**src/rtl/dtb_pkg.sv**
```systemverilog
// Shared sizing for the trace buffer controller and its external RAM.
// Depth must stay a power of two so the pointers wrap for free.
package dtb_pkg;
    localparam int TRB_DEPTH      = 8;
    localparam int TRB_ADDR_BITS  = $clog2(TRB_DEPTH);
    localparam int TRB_DELAY_BITS = 8;
    localparam int TRB_WIDTH      = 16;

    typedef enum logic {
        MODE_TRACE  = 1'b0,
        MODE_STREAM = 1'b1
    } trb_mode_e;
endpackage

```
**src/rtl/trace_mem_ctrl_trig.sv**
```systemverilog
// Trigger capture and post-trigger delay counter; freezes the trace buffer.
module trace_mem_ctrl_trig
    import dtb_pkg::*;
#(
    parameter int DELAY_BITS = TRB_DELAY_BITS
) (
    input  logic                     FPGA_CLK_I,
    input  logic                     RST_I,
    input  logic                     enable,
    input  logic                     trg_event,
    input  logic [DELAY_BITS-1:0]    trg_delay,
    input  logic                     commit,
    input  logic [TRB_ADDR_BITS-1:0] wr_next_addr,
    output logic                     trg_delayed,
    output logic [TRB_ADDR_BITS-1:0] event_addr
);
    logic                  trg_seen;
    logic                  trg_first;
    logic [DELAY_BITS-1:0] cnt;
    logic [DELAY_BITS-1:0] cnt_nxt;

    assign trg_first = enable && trg_event && !trg_seen;

    // A commit in the trigger cycle belongs to the pre-trigger history
    always_comb begin
        cnt_nxt = cnt;
        if (trg_first)
            cnt_nxt = '0;
        else if (trg_seen && commit && !trg_delayed)
            cnt_nxt = cnt + DELAY_BITS'(1);
    end

    always_ff @(posedge FPGA_CLK_I or posedge RST_I) begin
        if (RST_I) begin
            trg_seen    <= 1'b0;
            cnt         <= '0;
            trg_delayed <= 1'b0;
            event_addr  <= '0;
        end else begin
            cnt <= cnt_nxt;
            if (trg_first) begin
                trg_seen   <= 1'b1;
                event_addr <= wr_next_addr;
            end
            if ((trg_first || trg_seen) && cnt_nxt == trg_delay)
                trg_delayed <= 1'b1;
        end
    end
endmodule

```
**src/rtl/trace_mem_ctrl.sv**
```systemverilog
// Trace/stream buffer controller: one-deep store buffer, single-port RAM
// arbitration (writes first) and a two-stage read return path.
module trace_mem_ctrl
    import dtb_pkg::*;
#(
    parameter int DELAY_BITS = TRB_DELAY_BITS
) (
    input  logic                     FPGA_CLK_I,
    input  logic                     RST_I,
    input  logic                     MODE_I,
    input  logic                     TRG_EVENT_I,
    input  logic [DELAY_BITS-1:0]    TRG_DELAY_I,
    output logic                     TRG_DELAYED_O,
    output logic [TRB_ADDR_BITS-1:0] EVENT_ADDR_O,
    input  logic                     STORE_I,
    output logic                     STORE_PERM_O,
    input  logic [TRB_WIDTH-1:0]     DATA_I,
    input  logic                     LOAD_REQUEST_I,
    output logic                     LOAD_GRANT_O,
    output logic [TRB_WIDTH-1:0]     DATA_O,
    output logic                     MEM_EN_O,
    output logic                     MEM_WE_O,
    output logic [TRB_ADDR_BITS-1:0] MEM_ADDR_O,
    output logic [TRB_WIDTH-1:0]     MEM_WDATA_O,
    input  logic [TRB_WIDTH-1:0]     MEM_RDATA_I,
    output logic [TRB_ADDR_BITS:0]   FILL_O
);
    localparam int A = TRB_ADDR_BITS;
    localparam logic [A:0]   FULL = (A+1)'(TRB_DEPTH);
    localparam logic [A+2:0] DEPTH_W = (A+3)'(TRB_DEPTH);

    logic                 stream, frozen, capture, commit, rd_issue;
    logic                 buf_vld;
    logic [TRB_WIDTH-1:0] buf_data;
    logic [A-1:0]         wr_ptr, rd_ptr, wr_next_addr;
    logic [A:0]           fill;
    logic [A+2:0]         perm_sum;
    logic                 rd_vld_p1, grant_p2;
    logic [TRB_WIDTH-1:0] data_p2;
    logic                 trg_delayed;

    assign stream   = (trb_mode_e'(MODE_I) == MODE_STREAM);
    assign frozen   = !stream && trg_delayed;
    assign capture  = STORE_I && !frozen;
    assign commit   = buf_vld && !frozen;
    assign rd_issue = !RST_I && LOAD_REQUEST_I && !rd_vld_p1 && !commit
                      && (!stream || fill != '0);

    assign wr_next_addr = wr_ptr + A'(buf_vld);
    assign perm_sum     = (A+3)'(fill) + (A+3)'(buf_vld) + (A+3)'(STORE_I);
    assign STORE_PERM_O = RST_I || (stream ? (perm_sum < DEPTH_W) : !trg_delayed);

    assign MEM_EN_O      = commit || rd_issue;
    assign MEM_WE_O      = commit;
    assign MEM_ADDR_O    = commit ? wr_ptr : rd_ptr;
    assign MEM_WDATA_O   = buf_data;
    assign FILL_O        = fill;
    assign LOAD_GRANT_O  = grant_p2;
    assign DATA_O        = data_p2;
    assign TRG_DELAYED_O = trg_delayed;

    always_ff @(posedge FPGA_CLK_I or posedge RST_I) begin
        if (RST_I) begin
            buf_vld  <= 1'b0;
            buf_data <= '0;
            wr_ptr   <= '0;
            rd_ptr   <= '0;
            fill     <= '0;
        end else begin
            if (capture) begin
                buf_vld  <= 1'b1;
                buf_data <= DATA_I;
            end else if (commit || frozen) begin
                buf_vld  <= 1'b0;
            end
            if (commit) wr_ptr <= wr_ptr + A'(1);
            // Once the ring is full each write evicts the oldest word
            if (rd_issue)
                rd_ptr <= rd_ptr + A'(1);
            else if (commit && !stream && fill == FULL)
                rd_ptr <= wr_ptr + A'(1);
            if (commit && fill != FULL)
                fill <= fill + (A+1)'(1);
            else if (rd_issue && fill != '0)
                fill <= fill - (A+1)'(1);
        end
    end

    // Read return: RAM data valid in stage 1, registered out with grant in stage 2
    always_ff @(posedge FPGA_CLK_I or posedge RST_I) begin
        if (RST_I) begin
            rd_vld_p1 <= 1'b0;
            grant_p2  <= 1'b0;
            data_p2   <= '0;
        end else begin
            rd_vld_p1 <= rd_issue;
            grant_p2  <= rd_vld_p1;
            if (rd_vld_p1) data_p2 <= MEM_RDATA_I;
        end
    end

    trace_mem_ctrl_trig #(.DELAY_BITS(DELAY_BITS)) u_trig (
        .FPGA_CLK_I   (FPGA_CLK_I),
        .RST_I        (RST_I),
        .enable       (!stream),
        .trg_event    (TRG_EVENT_I),
        .trg_delay    (TRG_DELAY_I),
        .commit       (commit),
        .wr_next_addr (wr_next_addr),
        .trg_delayed  (trg_delayed),
        .event_addr   (EVENT_ADDR_O)
    );
endmodule

```
**config.mk**
```make
export PLATFORM = sky130hd
export DESIGN_NAME = trace_mem_ctrl
export DESIGN_NICKNAME = d
export VERILOG_FILES = /design/src/rtl/dtb_pkg.sv /design/src/rtl/trace_mem_ctrl_trig.sv /design/src/rtl/trace_mem_ctrl.sv
export SDC_FILE = /design/constraint.sdc
export NUM_CORES = 1
export LEC_CHECK = 0
export BUFFER_PORTS_ARGS = -buffer_cell sky130_fd_sc_hd__buf_2
export CAP_MARGIN = 30
export CORE_MARGIN = 1
export CORE_UTILIZATION = 50
export DETAILED_ROUTE_END_ITERATION = 8
export PLACE_DENSITY = 0.8
export SYNTH_ARGS = -nofsm -noshare
export SYNTH_HDL_FRONTEND = slang
export SYNTH_SLANG_ARGS = --single-unit
export TNS_END_PERCENT = 5
```
**constraint.sdc**
```tcl
create_clock -name FPGA_CLK_I -period 2.11 [get_ports FPGA_CLK_I]
set_input_delay 0.1055 -clock FPGA_CLK_I [delete_from_list [all_inputs] [get_ports FPGA_CLK_I]]
set_output_delay 0.1055 -clock FPGA_CLK_I [all_outputs]
set_load 0.02 [all_outputs]
```
Word-level counts from Yosys, hierarchy flattened
Cells that the tools add are included.

Flip-flop bits (word level): 58. Input port bits: 46. Output and inout port bits: 47. Logic and storage cells: 66.

$add $sub $neg: 8. $lt $le $gt $ge: 1. Eq/ne operators: 3. Multiplexer cells: 10. Reductions and logical operators: 32.

Operator list (number): 1-bit logical AND (16); 8-bit 2-to-1 mux (2); 3-bit 2-to-1 mux (3); 8-bit by 1-bit adder with 8-bit output, second input constant (1); 8-bit == test (1); 4-bit 2-to-1 mux (2); 1-bit logical NOT (7); 3-bit by 1-bit adder with 3-bit output, second input constant (2); 5-bit by 1-bit adder with 6-bit output (1); 6-bit by 4-bit < comparator with 1-bit output, second input constant (1); 2-bit nonzero test (3); 4-bit by 1-bit adder with 5-bit output (1); 1-bit logical OR (5); 4-bit by 1-bit adder with 4-bit output, second input constant (1); 4-bit == test, second input constant (1); 4-bit != test, second input constant (1); 4-bit nonzero test (1); 4-bit by 1-bit subtractor with 4-bit output, second input constant (1); 3-bit by 1-bit adder with 3-bit output (1); 1-bit 2-to-1 mux (3).

Depth between registers and ports, before layout
Gate-level depths: netlist of run 1.

Word-level depth: 10. Mapped depth: 8. Mapped depth without buffers: 8.

Hierarchy
From an unflattened synthesis of run 1, not the netlist that was laid out.

Cell total of the unflattened synthesis: 227. Area, all modules: 2849.0 um2.

By module, submodules not included: trace_mem_ctrl (times used 1, cells each 145, area an instance 2023.2 um2, seq. area each 1126.1 um2); trace_mem_ctrl_trig (times used 1, cells each 82, area an instance 825.8 um2, seq. area each 325.3 um2).

Worst setup path before layout of run 1
Ideal clock, no wire load.

Path type: flip-flop to flip-flop. Start: register fill[0], in the netlist FILL_O[0]. End: register fill[3], in the netlist FILL_O[3]. Library setup time: 0.138 ns. Data arrival time: 1.868 ns. Required time: 1.972 ns. Slack: 0.104 ns. Cell stages (with the launch flop): 8. Path buffers: 0. Clock period less this slack: 2.006 ns. Path through: dfrtp_1 -> nor3_1 -> nand2_1 -> nand2_1 -> ha_1 -> a21o_1 -> a21oi_1 -> mux4_2.

Cells in the longest elaborated chain, start to end: 5. Elaborated cells on any way between the ends: 11. Those cells by class: add/sub (2); eq/ne (1); mux (2); reduce/logical (6).

Ends and longest elaborated chain: start: declaration (RTL line trace_mem_ctrl.sv:36) `logic [A:0] fill;`; start signal: assignment (RTL line trace_mem_ctrl.sv:83) `fill <= fill + (A+1)'(1);`; start signal: assignment (RTL line trace_mem_ctrl.sv:85) `fill <= fill - (A+1)'(1);`; branches (longest 5 deep; another with 4-bit by 1-bit subtractor with 4-bit output).

Several ways; the timed one is not identified. The select of a mux whose other input is x is not followed. A chain may end at the register's enable or synchronous reset.

Worst setup path in the final report of run 1
Start: register fill[0], in the netlist FILL_O[0]. End: output MEM_EN_O.

Cells in the longest elaborated chain, start to end: 4.

Ends and longest elaborated chain: 4-bit nonzero test (RTL line trace_mem_ctrl.sv:47) `&& (!stream || fill != '0);`; 1-bit logical OR (RTL line trace_mem_ctrl.sv:47); 1-bit logical AND (RTL line trace_mem_ctrl.sv:47); net rd_issue (RTL line trace_mem_ctrl.sv:32) `logic stream, frozen, capture, commit, rd_issue;`; 1-bit logical OR (RTL line trace_mem_ctrl.sv:53) `assign MEM_EN_O = commit || rd_issue;`; end: declaration (RTL line trace_mem_ctrl.sv:21) `output logic MEM_EN_O,`.

The timed path passes the listed nets, and every way through them passes these cells.

==> impl_metrics.ini, run 1 <==
[setup_path]
critical_path_class = register to primary output
path_max_fanout = 6
slowest_stage = nor4_1
critical_path.top_delay_family = simple AND/OR/NAND/NOR gates
end_kind = primary output
cp.arrival_ns = 2.00
start_kind = register
critical_path_buf_inv_count = 2
required_ns = 2.00
crit_chain = buf_4 > nor4_1 > a21oi_2 > or2_2 > buf_2
cpPeakStageDelay_ns = 0.45

[sta]
clock.fmax_ghz = 0.4761
rsz0062_at_grt = true
setup_violations = 0
hold_viol_final = 0
fin_crit_ns = 2.101
whs_ns = 0.003662
clock_skew_ns = 0.008552
tns_ns = 0
period_share_pct = 99.55
worst_slew_pin_slew_ns = 0.6565
slew_headroom_pct = 56.17
fin_ws_ns = 0.009460
maxSlewViolCount = 0

[clocking]
path_clk_slew_ns = 0.06
cts-root-buf = clkbuf_8
clock_latency_ns = 0.34
cts_setup_buffers = 0
cts_max_level = 3
cts.path.max_buffers = 2
cts_inserted_buffers = 9
cts_tree = yes
cts.sinks = 58

[logic_synthesis]
yosys_warnings = 0
syn_nets = 277
synth_area_leaders = dfrtp_1 (54%), mux2_2 (15%), xnor2_1 (3.9%)
yosysSeqAreaShare_pct = 53.65
yosysTopAreaCell = dfrtp_1
yosysUniqueCellTypes = 43
synth-async-reset-ratio_pct = 100.0
synth_top_cell_area_share_pct = 53.65
synth_edf_count = 0
ys_seq_elements = 58
syn_area_per_cell_um2 = 12.19
synth_flop_cell = dfrtp_1
syn_inst = 222
netlist_area_um2 = 2705

[placement]
place_inst = 388
place_congestion = 0.7964
port_buffers = 92
place_ws_ns = 0.08220
place_hpwl_um = 4244

[pwr]
power_density_nw_per_um2 = 1321
power.leakage_uw = 0.001788
ir_drop_v = 0.0008840

[global_routing]
grt_overflow = 0
grt_usage_pct = 25.24
antenna_found_initial = 0
grt_pass1_vias = 2252
grt_max_degree = 32
grt_pass1_wl_um = 10340

[final_layout]
finish.utilization_pct = 72.38
diodes = 0
stdcell_count = 427
nets = 408
drive_above_1_share_pct = 45.10
syn_to_final_growth_pct = 38.39

[die]
io_pins = 93
rows = 26
coreArea_um2 = 5172
fp.dieW_um = 75.56
start_util_pct = 52.30
dieHeight_um = 75.56
dieArea_um2 = 5709

[drt]
drtIter0Drc = 106
dr.pass1.iters = 4
drc = 0
ant_nets = 0
num_vias = 2213
drt-total-wl_um = 6454
wl_per_cell_um = 15.11
vias_per_cell = 5.183

[outcome]
status = complete, no violations

[job]
drv_cap = 0

[hold_path]
hold_path.class = input port to register
==> metal layers <==
layer  track usage [%]  part of all wire (%)  vias to the layer above
met1             29.70                    41                     1072
met2             42.36                    51                       79
li1                  -                     -                     1049
met4             11.52                   1.8                        0
met5                 0                     0                        -
met3             8.069                   6.2                       13
==> cells by family after synthesis <==
| family | after synthesis | synth area share [%] |
|---|---|---|
| AOI/OAI and AO/OA | 30 | 7.262 |
| adders and majority gates | 9 | 4.441 |
| buffers and inverters | 13 | 1.989 |
| xor gates and xnor gates | 13 | 4.209 |
| and+or+nand+nor | 61 | 12.26 |
| muxes | 38 | 16.19 |
| DFF | 58 | 53.65 |
==> worst register-to-register path, stage by stage, from the launching register on <==
cell and delay [ns]:
dfrtp_1 0.45, nand2b_1 0.16, nand2_1 0.09, inv_1 0.10, nand2_1 0.14, ha_1 0.31
a21o_1 0.16, a21oi_1 0.17, mux4_2 0.31
==> cell usage after synthesis (2+ instances only) <==
cell and number:
dfrtp_1 58, mux2_2 36, nand2_1 19, xnor2_1 12, a21oi_1 8, ha_1 8
nor2_1 8, inv_1 7, o21ai_0 7, nor3_1 5, clkbuf_1 4, nand3_1 4
or2_2 4, or3_1 4, nor2b_1 3, nor4_1 3, o31ai_1 3, a21o_1 2
nand2b_1 2, o21a_1 2
==> cell type report <==
type	instances	area (µm²)
Clock buffer	12	145.1
Clock inverter	3	40.04
Fill cell	366	1429
Inverter	7	26.28
Multi-Input combinational cell	151	1205
Sequential cell	58	1451
Tap cell	70	87.58
Timing Repair Buffer	126	788.3
==> registers in the layout (all words and copies together), names as in the netlist <==
signal              cells
MEM_WDATA_O            16
rd_ptr                  3
rd_vld_p1               1
u_trig.trg_seen         1
LOAD_GRANT_O            1
wr_ptr                  3
u_trig.trg_delayed      1
buf_vld                 1
DATA_O                 16
u_trig.cnt              8
u_trig.event_addr       3
FILL_O                  4
==> path summary, 6_finish.rpt <==
| kind | start | to | slack, ns | cells past startpoint |
|---|---|---|---|---|
| worst max-delay path | FILL_O[0]$_DFFE_PP0P_ | MEM_EN_O | 0.009 | 5 |
| worst min-delay path | DATA_I[13] | MEM_WDATA_O[13]$_DFFE_PP0P_ | 0.004 | 2 |
| worst max register to register | u_trig.trg_delayed$_DFFE_PP0P_ | FILL_O[3]$_DFFE_PP0P_ | 0.12 | 8 |
| worst min register to register | MEM_WDATA_O[14]$_DFFE_PP0P_ | MEM_WDATA_O[14]$_DFFE_PP0P_ | 0.50 | 1 |
| max in group asynchronous | RST_I | MEM_WDATA_O[10]$_DFFE_PP0P_ | 1.06 | 4 |
| min in group asynchronous | RST_I | DATA_O[10]$_DFFE_PP0P_ | 0.47 | 3 |
==> power breakdown <==
part / switching [µW] / internal [µW]
clock: 425 / 568
sequential: 320 / 1520
combinational: 1160 / 955
==> placed cells by master (no fill, tap or decap), drive strengths merged, types with 4 or more instances in the layout <==
cell,instances
a21oi,9
buf,102
clkbuf,12
dfrtp,58
dlygate4sd3,24
ha,8
inv,7
mux2,36
nand2,19
nand3,4
nor2,8
nor3,5
o21ai,7
or2,4
or3,4
xnor2,12
==> what timing repair did <==
action	4_1_cts	5_1_grt
setup endpoints to repair	0	2
gates resized for setup	0	1
hold buffers	22	2
hold endpoints to repair	51	2
==> stage by stage <==
stage | power (µW) | area, µm²
2_1_floorplan | 3205 | 2705
3_3_place_gp | 3806 | 3313
3_5_place_dp | 3897 | 3313
4_1_cts | 4945 | 3719
5_1_grt | 5272 | 3744
6_report | 4947 | 3744
Power figures use the tool's default switching activity.
==> run 2: changes to the inputs <==
--- a/config.mk
+++ b/config.mk
@@ -8,10 +8,11 @@
 export BUFFER_PORTS_ARGS = -buffer_cell sky130_fd_sc_hd__buf_2
 export CAP_MARGIN = 30
 export CORE_MARGIN = 1
-export CORE_UTILIZATION = 50
+export CORE_UTILIZATION = 51
 export DETAILED_ROUTE_END_ITERATION = 8
 export PLACE_DENSITY = 0.8
 export SYNTH_ARGS = -nofsm -noshare
 export SYNTH_HDL_FRONTEND = slang
+export SYNTH_HIERARCHICAL = 1
 export SYNTH_SLANG_ARGS = --single-unit
 export TNS_END_PERCENT = 5
==> run 2 against run 1 <==
Combinational power shrank 2%. Clock skew grew 0.0054 ns. First-iteration DRC count shrank 5.7%. Critical endpoint is now FILL_O[3]$_DFFE_PP0P_. Largest cell class unchanged.
==> impl_metrics.ini, run 2 <==
[placement]
dpl-instance-area_um2 = 3483
place_hpwl_um = 4421
port_buffers = 92
place_ws_ns = 0.01615
place_congestion = 0.8202

[logic_synthesis]
ys_seq_elements = 58
syn_area_per_cell_um2 = 12.55
yosys_warnings = 6
synth_area_leaders = dfrtp_1 (51%), mux2_2 (11%), mux2_1 (5.1%)
netlist_area_um2 = 2849
syn_inst = 227
syn_nets = 282
yosysUniqueCellTypes = 57
synth_most_common_cell = dfrtp_1
synth_flop_cell = dfrtp_1
synth-async-reset-ratio_pct = 100.0
synth_edf_count = 0
yosysTopAreaCell = dfrtp_1
yosysSeqAreaShare_pct = 50.94
yosys-top-cells-count = dfrtp_1 (58), mux2_2 (27), mux2_1 (13), nand2_1 (12)
synth_top_cell_area_share_pct = 50.94

[setup_path]
critical_path_class = register to register
critical_path.top_delay_family = simple AND/OR/NAND/NOR gates
cp.arrival_ns = 2.32
cpPeakStageDelay_ns = 0.41
critPathLaunch = FILL_O[0]$_DFFE_PP0P_
required_ns = 2.36
end_kind = register
reg2reg_from = FILL_O[0]$_DFFE_PP0P_
critical_path_buf_inv_count = 0
path_max_fanout = 4
start_kind = register
crit_chain = or3_4 > o211ai_4 > ha_4 > a21oi_2 > nand2_1 > or3_1 > a22oi_1
slowest_stage = or3_4

[sta]
period_share_pct = 98.06
tns_ns = 0
whs_ns = 0.01066
setup_violations = 0
clock.fmax_ghz = 0.4833
rsz0062_at_grt = true
hold_viol_final = 0
worst_slew_pin_slew_ns = 0.9059
fin_crit_ns = 2.069
slew_headroom_pct = 39.52
clock_skew_ns = 0.01397
fin_ws_ns = 0.04094
maxSlewViolCount = 0

[global_routing]
grt_overflow = 0
antenna_found_initial = 0
grt_pass1_vias = 2313
grt_pass1_wl_um = 10700
grt_usage_pct = 23.54
grt_max_degree = 46

[die]
dieArea_um2 = 5889
io_pins = 93
dieHeight_um = 76.74
coreArea_um2 = 5238
start_util_pct = 54.40
rows = 26
fp.dieW_um = 76.74

[hold_path]
hp-start = MEM_RDATA_I[4]
hold_path.class = input port to register

[final_layout]
nets = 416
syn_to_final_growth_pct = 39.00
fillers = 373
multi_input_area_um2 = 1378
design_area_um2 = 3960
diodes = 0
drive_above_1_share_pct = 46.58
final_cell_mix = buf_2 (92), dfrtp_1 (55), mux2_2 (27)
layout_commonest_cell = buf_2
seqCellArea_um2 = 1455

[clocking]
path_clk_slew_ns = 0.07
cts.sinks = 58
cts_max_level = 3
cts_tree = yes
clock_latency_ns = 0.33
cts.path.max_buffers = 2
cts_inserted_buffers = 9
cts-root-buf = clkbuf_8

[outcome]
status = complete, no violations

[drt]
wl_per_cell_um = 15.09
drc = 0
num_vias = 2275
drt-total-wl_um = 6564
dr.pass1.iters = 4
ant_nets = 0
vias_per_cell = 5.230
drtIter0Drc = 100

[pwr]
ir_drop_v = 0.0009319
power.leakage_uw = 0.001887
total_power_uw = 4853
power_density_nw_per_um2 = 1226

[job]
drv_cap = 0
run 2: changes by cell type after synthesis, moves of 4 or more:
cell / previous run / this run
xor2_1: 1 / 5
o21ai_0: 7 / 2
a21oi_1: 8 / 4
nand2_1: 19 / 12
clkbuf_1: 4 / 0
mux2_2: 36 / 27
mux2_1: 0 / 13
run 2: metal layers:
metal | vias up | global-route usage (%) | part of all wire (%)
met5 | - | 0 | 0
met4 | 0 | 13.27 | 2.5
met3 | 17 | 5.000 | 4.8
met2 | 80 | 39.11 | 50
met1 | 1091 | 28.29 | 43
li1 | 1087 | - | -
run 2: cell families after synthesis:
family / Yosys count / share of synthesized area [%]
xor gates and xnor gates: 15 / 4.611
buffers and inverters: 15 / 2.416
DFF: 58 / 50.94
muxes: 43 / 16.86
adders and majority gates: 9 / 4.216
AOI/OAI and AO/OA: 32 / 9.575
and+or+nand+nor: 55 / 11.37
run 2: worst paths after layout:
path / endpoint / slack [ns] / depth (start not counted)
max reg2reg: FILL_O[3]$_DFFE_PP0P_ / 0.04 / 7
min: DATA_O[4]$_DFFE_PP0P_ / 0.01 / 2
min in group asynchronous: u_trig/cnt[0]$_DFF_PP0_ / 0.39 / 3
max in group asynchronous: FILL_O[1]$_DFFE_PP0P_ / 0.94 / 3
min reg2reg: MEM_WDATA_O[5]$_DFFE_PP0P_ / 0.48 / 1
max: FILL_O[3]$_DFFE_PP0P_ / 0.04 / 7
run 2: where the power goes:
group / internal (µW) / total, µW / switching, µW
clock: 651 / 1090 / 438
sequential: 1450 / 1700 / 250
combinational: 946 / 2070 / 1120
total: 3050 / 4850 / 1810
run 2: stage by stage:
step,std cells,utilization (%)
3_3_place_gp,394,66.51
2_1_floorplan,227,-
3_5_place_dp,394,66.51
6_report,435,75.61
4_1_cts,432,74.84
5_1_grt,435,75.61
run 2: cell type report:
cell class                 instances  area share [%]
multi-input combinational        154           34.79
tap                               70           2.212
clock inverter                     6           2.085
clock buffer                       9           3.128
sequential                        58           36.75
timing repair buffer             128           19.91
inverter                          10           1.137
run 2: repair_timing:
action,4_1_cts,5_1_grt
resized for setup,0,5
endpoints found under the hold margin,35,0
setup buffers,0,3
endpoints found under the setup margin,0,2
hold buffers,23,0
==> run 3: changes to the inputs <==
--- a/config.mk
+++ b/config.mk
@@ -8,9 +8,9 @@
 export BUFFER_PORTS_ARGS = -buffer_cell sky130_fd_sc_hd__buf_2
 export CAP_MARGIN = 30
 export CORE_MARGIN = 1
-export CORE_UTILIZATION = 51
+export CORE_UTILIZATION = 40
 export DETAILED_ROUTE_END_ITERATION = 8
-export PLACE_DENSITY = 0.8
+export PLACE_DENSITY = 0.65
 export SYNTH_ARGS = -nofsm -noshare
 export SYNTH_HDL_FRONTEND = slang
 export SYNTH_HIERARCHICAL = 1
==> run 3 against run 2 <==
Wire length increased by 6.1%. Setup slack improved by 0.015 ns. Register-to-register slack improved by 0.02 ns. Sequential power about the same. First-iteration DRC count decreased by 26%. Clock power increased by 5%. Sequential share of layout area decreased by 1.8 points. Largest power group unchanged.
==> impl_metrics.ini, run 3 (synthesis results as in run 2) <==
[pwr]
power_frac_clock_pct = 22.6
total_power_uw = 5046
p_switching_uw = 1860
ir_drop_v = 0.0007907
p_comb_share_pct = 43.8
power.leakage_uw = 0.001966
power.share.switching_pct = 36.86
internal_power_uw = 3186
power_density_nw_per_um2 = 1213
p_seq_share_pct = 33.6

[die]
coreArea_um2 = 6832
dieArea_um2 = 7464
fp.dieW_um = 86.40
io_pins = 93
start_util_pct = 41.70
dieHeight_um = 86.40
rows = 30

[final_layout]
nets = 432
seqCellArea_um2 = 1455
layout_commonest_cell = buf_2
fillers = 600
stdcell_count = 477
drive_above_1_share_pct = 47.77
final_cell_mix = buf_2 (92), dfrtp_1 (55), dlygate4sd3_1 (31)
diodes = 0
syn_to_final_growth_pct = 46.03
multi_input_area_um2 = 1395
design_area_um2 = 4160

[setup_path]
worstRegToRegCells = 8
end_kind = register
critical_path_class = register to register
crit_chain = or3_4 > o211ai_4 > ha_4 > a21oi_2 > nand2_2 > buf_4 > mux2i_2 > a22oi_2
start_kind = register
r2r_end = FILL_O[3]$_DFFE_PP0P_
critical_path.top_delay_family = simple AND/OR/NAND/NOR gates
cp.arrival_ns = 2.28
path_max_fanout = 4
required_ns = 2.33
slowest_stage = dfrtp_2
critical_path_buf_inv_count = 1
reg2reg_from = FILL_O[1]$_DFFE_PP0P_
cpPeakStageDelay_ns = 0.40
rrSetupSlack_ns = 0.06

[hold_path]
min_path_cells = 2
holdPathEnd = DATA_O[15]$_DFFE_PP0P_
hp-start = MEM_RDATA_I[15]
hold_path.class = input port to register

[drt]
drc = 0
ant_nets = 0
vias_per_cell = 4.908
drtIter0Drc = 74
drt-total-wl_um = 6965
dr.pass1.iters = 5
wl_per_cell_um = 14.60
num_vias = 2341

[sta]
worst_slew_pin_slew_ns = 0.5069
period_share_pct = 97.34
hold_viol_final = 0
slew_headroom_pct = 66.17
maxSlewViolCount = 0
fin_ws_ns = 0.05622
setup_violations = 0
clock.fmax_ghz = 0.4869
fin_crit_ns = 2.054
clock_skew_ns = 0.005655
tns_ns = 0

[global_routing]
grt_overflow = 0
antenna_found_initial = 0
grt_pass1_wl_um = 11490
grt_pass1_vias = 2466
grt_usage_pct = 20.48
grt_max_degree = 19

[clocking]
cts_inserted_buffers = 9
cts.sinks = 58
cts_max_level = 3
cts.path.max_buffers = 2
cts_tree = yes
path_clk_slew_ns = 0.07
clock_latency_ns = 0.34
cts-root-buf = clkbuf_8

[outcome]
status = complete, no violations

[placement]
place_ws_ns = 0.008275
place_hpwl_um = 4656
dpl-instance-area_um2 = 3538
place_inst = 423
place_congestion = 0.8234
port_buffers = 92

[job]
drv_cap = 0
[run 3: final cells by class]
class / instances / share of cell area [%]
Clock inverter: 5 / 1.895
Tap cell: 96 / 2.887
Sequential cell: 58 / 34.98
Multi-Input combinational cell: 154 / 33.53
Timing Repair Buffer: 144 / 22.32
Clock buffer: 10 / 3.308
Inverter: 10 / 1.083
[run 3: power groups by stage]
stage | combinational, µW | clock [µW] | sequential [µW]
final | 2210 | 1140 | 1700
after global routing | 2420 | 1220 | 1750
after CTS | 2100 | 1160 | 1690
after detailed placement | 1970 | 0 | 1710
after global placement | 1940 | 0 | 1690
after floorplan | 1030 | 0 | 2000
[run 3: worst max-delay path by stage]
stage                                      from                    end  slack (ns)  cells after the start
after global placement    FILL_O[0]$_DFFE_PP0P_  FILL_O[3]$_DFFE_PP0P_        0.09                      7
after detailed placement  FILL_O[0]$_DFFE_PP0P_  FILL_O[3]$_DFFE_PP0P_       0.008                      7
after CTS                 FILL_O[1]$_DFFE_PP0P_  FILL_O[3]$_DFFE_PP0P_       0.006                      7
final                     FILL_O[1]$_DFFE_PP0P_  FILL_O[3]$_DFFE_PP0P_        0.06                      8
after global routing      FILL_O[1]$_DFFE_PP0P_  FILL_O[3]$_DFFE_PP0P_      -0.007                      8
after floorplan           FILL_O[0]$_DFFE_PP0P_  FILL_O[3]$_DFFE_PP0P_      -0.004                      7
[run 3: through the flow]
step | util (%) | hold WS, ns
floorplan | - | -0.01761
global placement | 51.79 | 0.1592
detailed placement | 51.79 | 0.1551
CTS | 60.05 | 0.0002708
global route | 60.90 | 0.002190
finish | 60.90 | 0.007751
[run 3: metal layers]
layer  GRT usage (%)  vias to the layer above  routed length [µm]
met5               0                        -                   0
met4           10.76                        0                 154
met3           4.095                       12                 270
met2           35.71                       64                3563
met1           23.84                     1141                2977
li1                -                     1124                   -
[run 3: what timing repair did]
| item | in CTS | in global routing |
|---|---|---|
| endpoints found under the hold margin | 59 | 0 |
| pin swaps | 4 | 4 |
| buffers inserted | 5 | 3 |
| cloned | 0 | 0 |
| setup endpoints to repair | 1 | 2 |
| hold buffers | 31 | 0 |
| resized for setup | 0 | 9 |
